===== src/rtl/ysyx_22041412_mem_arbiter.sv =====
// Two-requester (IFU/LSU) arbiter sharing one variable-latency memory port.
// One transaction in flight, round-robin on ties, response watchdog with sticky err.
module ysyx_22041412_mem_arbiter #(
  parameter int unsigned ADDR_W  = 64,
  parameter int unsigned DATA_W  = 64,
  parameter int unsigned TIMEOUT = 255
) (
  input  logic                clk,
  input  logic                rst,
  input  logic                ifu_req_valid,
  output logic                ifu_req_ready,
  input  logic [ADDR_W-1:0]   ifu_addr,
  output logic                ifu_resp_valid,
  output logic [DATA_W-1:0]   ifu_rdata,
  input  logic                lsu_req_valid,
  output logic                lsu_req_ready,
  input  logic                lsu_we,
  input  logic [ADDR_W-1:0]   lsu_addr,
  input  logic [DATA_W-1:0]   lsu_wdata,
  input  logic [DATA_W/8-1:0] lsu_wmask,
  output logic                lsu_resp_valid,
  output logic [DATA_W-1:0]   lsu_rdata,
  output logic                mem_req_valid,
  input  logic                mem_req_ready,
  output logic                mem_we,
  output logic [ADDR_W-1:0]   mem_addr,
  output logic [DATA_W-1:0]   mem_wdata,
  output logic [DATA_W/8-1:0] mem_wmask,
  input  logic                mem_resp_valid,
  input  logic [DATA_W-1:0]   mem_rdata,
  output logic                busy,
  output logic                err
);

  localparam int unsigned MaskW = DATA_W / 8;
  localparam int unsigned CntW  = (TIMEOUT > 1) ? $clog2(TIMEOUT) : 1;
  localparam logic [CntW-1:0] CntMax = (TIMEOUT == 0) ? '0 : CntW'(TIMEOUT - 1);

  localparam logic OwnIfu = 1'b0;
  localparam logic OwnLsu = 1'b1;

  typedef enum logic [1:0] {StIdle, StReq, StResp} state_e;

  state_e            state_q, state_d;
  logic              owner_q, owner_d;
  logic              last_q, last_d;
  logic              err_q, err_d;
  logic [CntW-1:0]   cnt_q, cnt_d;
  logic [ADDR_W-1:0] addr_q, addr_d;
  logic              we_q, we_d;
  logic [DATA_W-1:0] wdata_q, wdata_d;
  logic [MaskW-1:0]  wmask_q, wmask_d;

  logic              grant_ifu, grant_lsu;
  logic              expire;
  logic              resp_fire;
  logic [DATA_W-1:0] resp_data;

  // Round-robin grant: a lone requester always wins, a tie goes to whoever was not served last.
  always_comb begin
    grant_ifu = ifu_req_valid && (!lsu_req_valid || (last_q == OwnLsu));
    grant_lsu = lsu_req_valid && (!ifu_req_valid || (last_q == OwnIfu));
  end

  // State, ownership, watchdog and payload registers.
  always_ff @(posedge clk or posedge rst) begin
    if (rst) begin
      state_q <= StIdle;
      owner_q <= OwnIfu;
      last_q  <= OwnLsu;
      err_q   <= 1'b0;
      cnt_q   <= '0;
      addr_q  <= '0;
      we_q    <= 1'b0;
      wdata_q <= '0;
      wmask_q <= '0;
    end else begin
      state_q <= state_d;
      owner_q <= owner_d;
      last_q  <= last_d;
      err_q   <= err_d;
      cnt_q   <= cnt_d;
      addr_q  <= addr_d;
      we_q    <= we_d;
      wdata_q <= wdata_d;
      wmask_q <= wmask_d;
    end
  end

  // Next-state logic and all handshake/data outputs.
  always_comb begin
    state_d        = state_q;
    owner_d        = owner_q;
    last_d         = last_q;
    err_d          = err_q;
    cnt_d          = cnt_q;
    addr_d         = addr_q;
    we_d           = we_q;
    wdata_d        = wdata_q;
    wmask_d        = wmask_q;
    ifu_req_ready  = 1'b0;
    lsu_req_ready  = 1'b0;
    ifu_resp_valid = 1'b0;
    ifu_rdata      = '0;
    lsu_resp_valid = 1'b0;
    lsu_rdata      = '0;
    mem_req_valid  = 1'b0;
    mem_we         = 1'b0;
    mem_addr       = '0;
    mem_wdata      = '0;
    mem_wmask      = '0;
    expire         = 1'b0;
    resp_fire      = 1'b0;
    resp_data      = '0;

    case (state_q)
      StIdle: begin
        // Readys are masked while rst is held so nothing looks accepted during reset.
        ifu_req_ready = grant_ifu && !rst;
        lsu_req_ready = grant_lsu && !rst;
        if (grant_ifu) begin
          addr_d  = ifu_addr;
          we_d    = 1'b0;
          wdata_d = '0;
          wmask_d = '0;
          owner_d = OwnIfu;
          last_d  = OwnIfu;
          state_d = StReq;
        end else if (grant_lsu) begin
          addr_d  = lsu_addr;
          we_d    = lsu_we;
          wdata_d = lsu_wdata;
          wmask_d = lsu_wmask;
          owner_d = OwnLsu;
          last_d  = OwnLsu;
          state_d = StReq;
        end
      end

      StReq: begin
        mem_req_valid = 1'b1;
        mem_we        = we_q;
        mem_addr      = addr_q;
        mem_wdata     = wdata_q;
        mem_wmask     = wmask_q;
        if (mem_req_ready) begin
          state_d = StResp;
          cnt_d   = '0;
        end
      end

      StResp: begin
        // A real response in the expiry cycle takes priority over the watchdog.
        expire    = (TIMEOUT != 0) && !mem_resp_valid && (cnt_q == CntMax);
        resp_fire = mem_resp_valid || expire;
        resp_data = mem_resp_valid ? mem_rdata : '0;
        if (owner_q == OwnIfu) begin
          ifu_resp_valid = resp_fire;
          ifu_rdata      = resp_data;
        end else begin
          lsu_resp_valid = resp_fire;
          lsu_rdata      = resp_data;
        end
        if (mem_resp_valid) begin
          state_d = StIdle;
        end else if (expire) begin
          err_d   = 1'b1;
          state_d = StIdle;
        end else if (TIMEOUT != 0) begin
          cnt_d = cnt_q + 1'b1;
        end
      end

      default: state_d = StIdle;
    endcase
  end

  assign busy = (state_q != StIdle);
  assign err  = err_q;

endmodule


===== config.mk =====
export PLATFORM = sky130hd
export DESIGN_NAME = ysyx_22041412_mem_arbiter
export DESIGN_NICKNAME = d
export VERILOG_FILES = /design/src/rtl/ysyx_22041412_mem_arbiter.sv
export SDC_FILE = /design/constraint.sdc
export NUM_CORES = 1
export LEC_CHECK = 0
export CAP_MARGIN = 20
export CORE_AREA = 3 3 212 214
export DETAILED_ROUTE_END_ITERATION = 10
export DIE_AREA = 0 0 215 217
export PLACE_DENSITY = 0.54
export SLEW_MARGIN = 25
export SYNTH_ARGS = -nofsm -noshare
export SYNTH_HDL_FRONTEND = slang
export SYNTH_SLANG_ARGS = --single-unit

===== constraint.sdc =====
create_clock -name clk -period 5.6 [get_ports clk]
set_clock_uncertainty 0.1 [all_clocks]
set_input_delay 0.56 -clock clk [delete_from_list [all_inputs] [get_ports clk]]
set_output_delay 0.56 -clock clk [all_outputs]
set_load 0.02 [all_outputs]

==> metrics.md <==
| Metric | Value |
|---|---|
| Net Count, Synth | `1158` |
| Clock Sinks | `150` |
| Primary FF master, synth | `dfrtp_1` |
| Seq/Total Area, Yosys | `47.10%` |
| Relative slew slack | `37.32%` |
| Postcts setup bufs | `0` |
| Post-route DRC | `0` |
| Met2 routed WL | `18470 µm` |
| Setup TNS | `0 ps` |
| Non-filler cells, final | `1984` |
| Final Power | `6.084 mW` |
| Final Hold Fails | `0` |
| Grt total ovfl | `0` |
| Crit start category | `flip-flop` |
| Largest net degree at the start of global routing | `82` |
| Worst-margin pin slew | `940.2 ps` |
| WP data arrival | `2990 ps` |
| Seq. cell area | `0.003755 mm²` |
| Clk Tree Root Cell | `clkbuf_16` |
| Fillers | `4555` |
| Routed wl met3 | `2427 µm` |
| Initial antenna violation count | `4` |
| RSZ-0062 raised after global routing | `no` |
| Vias per cell | `4.126` |
| Cell family with most CP delay | `simple AND/OR/NAND/NOR gates` |
| Yosys Warn Count | `0` |
| Most frequent cells in the layout | `clkdlybuf4s50_1, dfrtp_1, and2_1, nand2_1, nor2_1` |
| Met1 wire length | `13340 µm` |
| Post-DP HPWL | `26860 µm` |
| NumNets Final | `1656` |
| Worst path max stage delay | `630 ps` |
| Crit path max fanout | `37` |
| Port Buffers | `542` |
| Hold_buf cts | `0` |
| TritonCTS Buffers | `17` |
| Pwr dens | `422.2 mW/mm²` |
| Num rows | `76` |
| CP required | `4940 ps` |
| Slowest cell on the critical path | `clkdlybuf4s50_1` |
| Ys async rst share | `100.0%` |
| Crit path cell chain | `nor2b_1, nand2b_2, buf_4, nor2_1, clkdlybuf4s50_1` |
| Maximum VDD drop | `0.0002040 V` |
| Mapped Cells | `885` |
| Post-Synthesis Cell Area | `0.007973 mm²` |
| Levels on crit path | `5` |
| Starting density of the core | `18.51%` |
| Distinct cells, synth | `36` |
| Post-synth EDFFs | `0` |
| Die ar. | `0.04666 mm²` |
| First-pass GRT wire length | `51390 µm` |
| Vias in the first global route | `8192` |
| Hold Crit Class | `reg2reg` |
| Top sig layer | `met5` |
| CP Class | `reg2out` |
| Placer Congestion | `0.9932` |
| Max Fclk | `0.2741 GHz` |
| Gr usage total | `14.30%` |
| Post_cts resized | `0` |
| Via Count | `8186` |
| Final critical-path required period | `3649 ps` |
| Layout cells sized above 1 | `4.011%` |
| Top-level I/O count | `543` |
| Die Span Y | `217 µm` |
| Final WL | `34920 µm` |
| Syn_area_per_cell | `9.009 µm²` |
| Hold path depth | `1` |
| Yosys reg bits | `150` |
| Slew Viols, Final | `0` |
| Core Box Area | `0.04308 mm²` |
| WL/cell | `17.60 µm` |
| Max-cap viol count | `0` |
| Bufs and invs on worst path | `2` |
| Final hold slack | `367.5 ps` |
| Placed cells | `1949` |
| Clock transition at the registers of the reported paths | `70 ps` |
| Multi-input gate area | `0.003820 mm²` |
| Most common cell after layout, fill and taps aside | `clkdlybuf4s50_1` |
| First-pass iteration count of the detailed router | `4` |
| Die width | `215 µm` |
| H-tree depth | `4` |
| Outcome | `complete, no violations` |
| Area Growth Syn to Fin | `80.73%` |
| Post-detailed-route count of antenna-violating nets | `0` |
| Leak | `5.986 nW` |
| Worst skew pair latency | `430 ps` |
| CTS tree | `done` |
| 1st-iter DRT viols | `408` |
| Reg2Reg Depth | `5` |
| Final setup fails | `0` |
| Setup crit end kind | `output port` |
| Max Buffers Root-to-Sink | `2` |
| Final cycle utilization of the critical path | `65.16%` |
## per-layer routing
metal | track usage (%) | vias up
met5 | 0 | -
met4 | 4.671 | 2
met3 | 3.826 | 39
met2 | 26.57 | 336
li1 | - | 3929
met1 | 15.83 | 3880
## Yosys cell counts (2+ instances only)
cell type	number	share of area, %
a31oi_1	3	0.24
nand3_1	10	0.63
buf_4	3	0.28
a22o_1	73	8.0
o21ai_2	2	0.22
o211ai_1	2	0.19
a21oi_1	2	0.13
buf_1	2	0.094
mux2i_1	65	8.2
nor4_1	2	0.16
ha_1	2	0.31
nand2_1	135	6.4
or4_1	2	0.19
o21ai_1	53	3.3
inv_1	6	0.28
buf_6	11	1.6
buf_2	27	1.7
o21ai_0	15	0.94
dfrtp_1	149	47
clkbuf_1	31	1.5
and2_1	138	11
a21o_1	2	0.19
nor2_1	134	6.3
nand2b_1	4	0.31
## area by class of cell
| cell class | instances | area share, % |
|---|---|---|
| Inverter | 7 | 0.2171 |
| Antenna cell | 3 | 0.05210 |
| Sequential cell | 150 | 26.06 |
| Timing Repair Buffer | 553 | 38.22 |
| Multi-Input combinational cell | 654 | 26.51 |
| Clock inverter | 13 | 0.7902 |
| Tap cell | 585 | 5.080 |
| Clock buffer | 19 | 3.074 |
## where the power goes
group / internal, mW / switching [mW]
registers: 1.58 / 0.267
clock network: 0.593 / 0.518
logic: 1.43 / 1.69
## logic make-up after synthesis
group,Yosys count,synth area share [%]
simple gates,432,25.41
compound gates,155,13.61
flops,150,47.10
buf+inv,81,5.414
mux,65,8.161
fa+ha+maj,2,0.3138
## metrics by stage
| stage | area [µm²] | setup WS [ps] | util [%] |
|---|---|---|---|
| floorplan | 7973 | 750.4 | - |
| global placement | 13840 | 2339 | 32.13 |
| detailed placement | 13840 | 2344 | 32.13 |
| CTS | 14400 | 1887 | 33.42 |
| global route | 14410 | 1670 | 33.45 |
| finish | 14410 | 1951 | 33.45 |
## state kept, by name, summed over array words and instances (netlist names)
register  flops
wmask_q       8
we_q          1
state_q       2
owner_q       1
wdata_q      64
cnt_q         8
err           1
addr_q       64
last_q        1
## path summary, 6_finish.rpt
path	startpoint	end	slack, ps
worst max-delay path	state_q[1]	ifu_rdata[1]	1950
max in group asynchronous	rst	err	3700
worst min-delay path	err	err	370
worst max register to register	state_q[1]	wdata_q[29]	3170
worst min register to register	err	err	370
min in group asynchronous	rst	wdata_q[13]	550
Note: power is estimated with default switching activity, not from simulation.
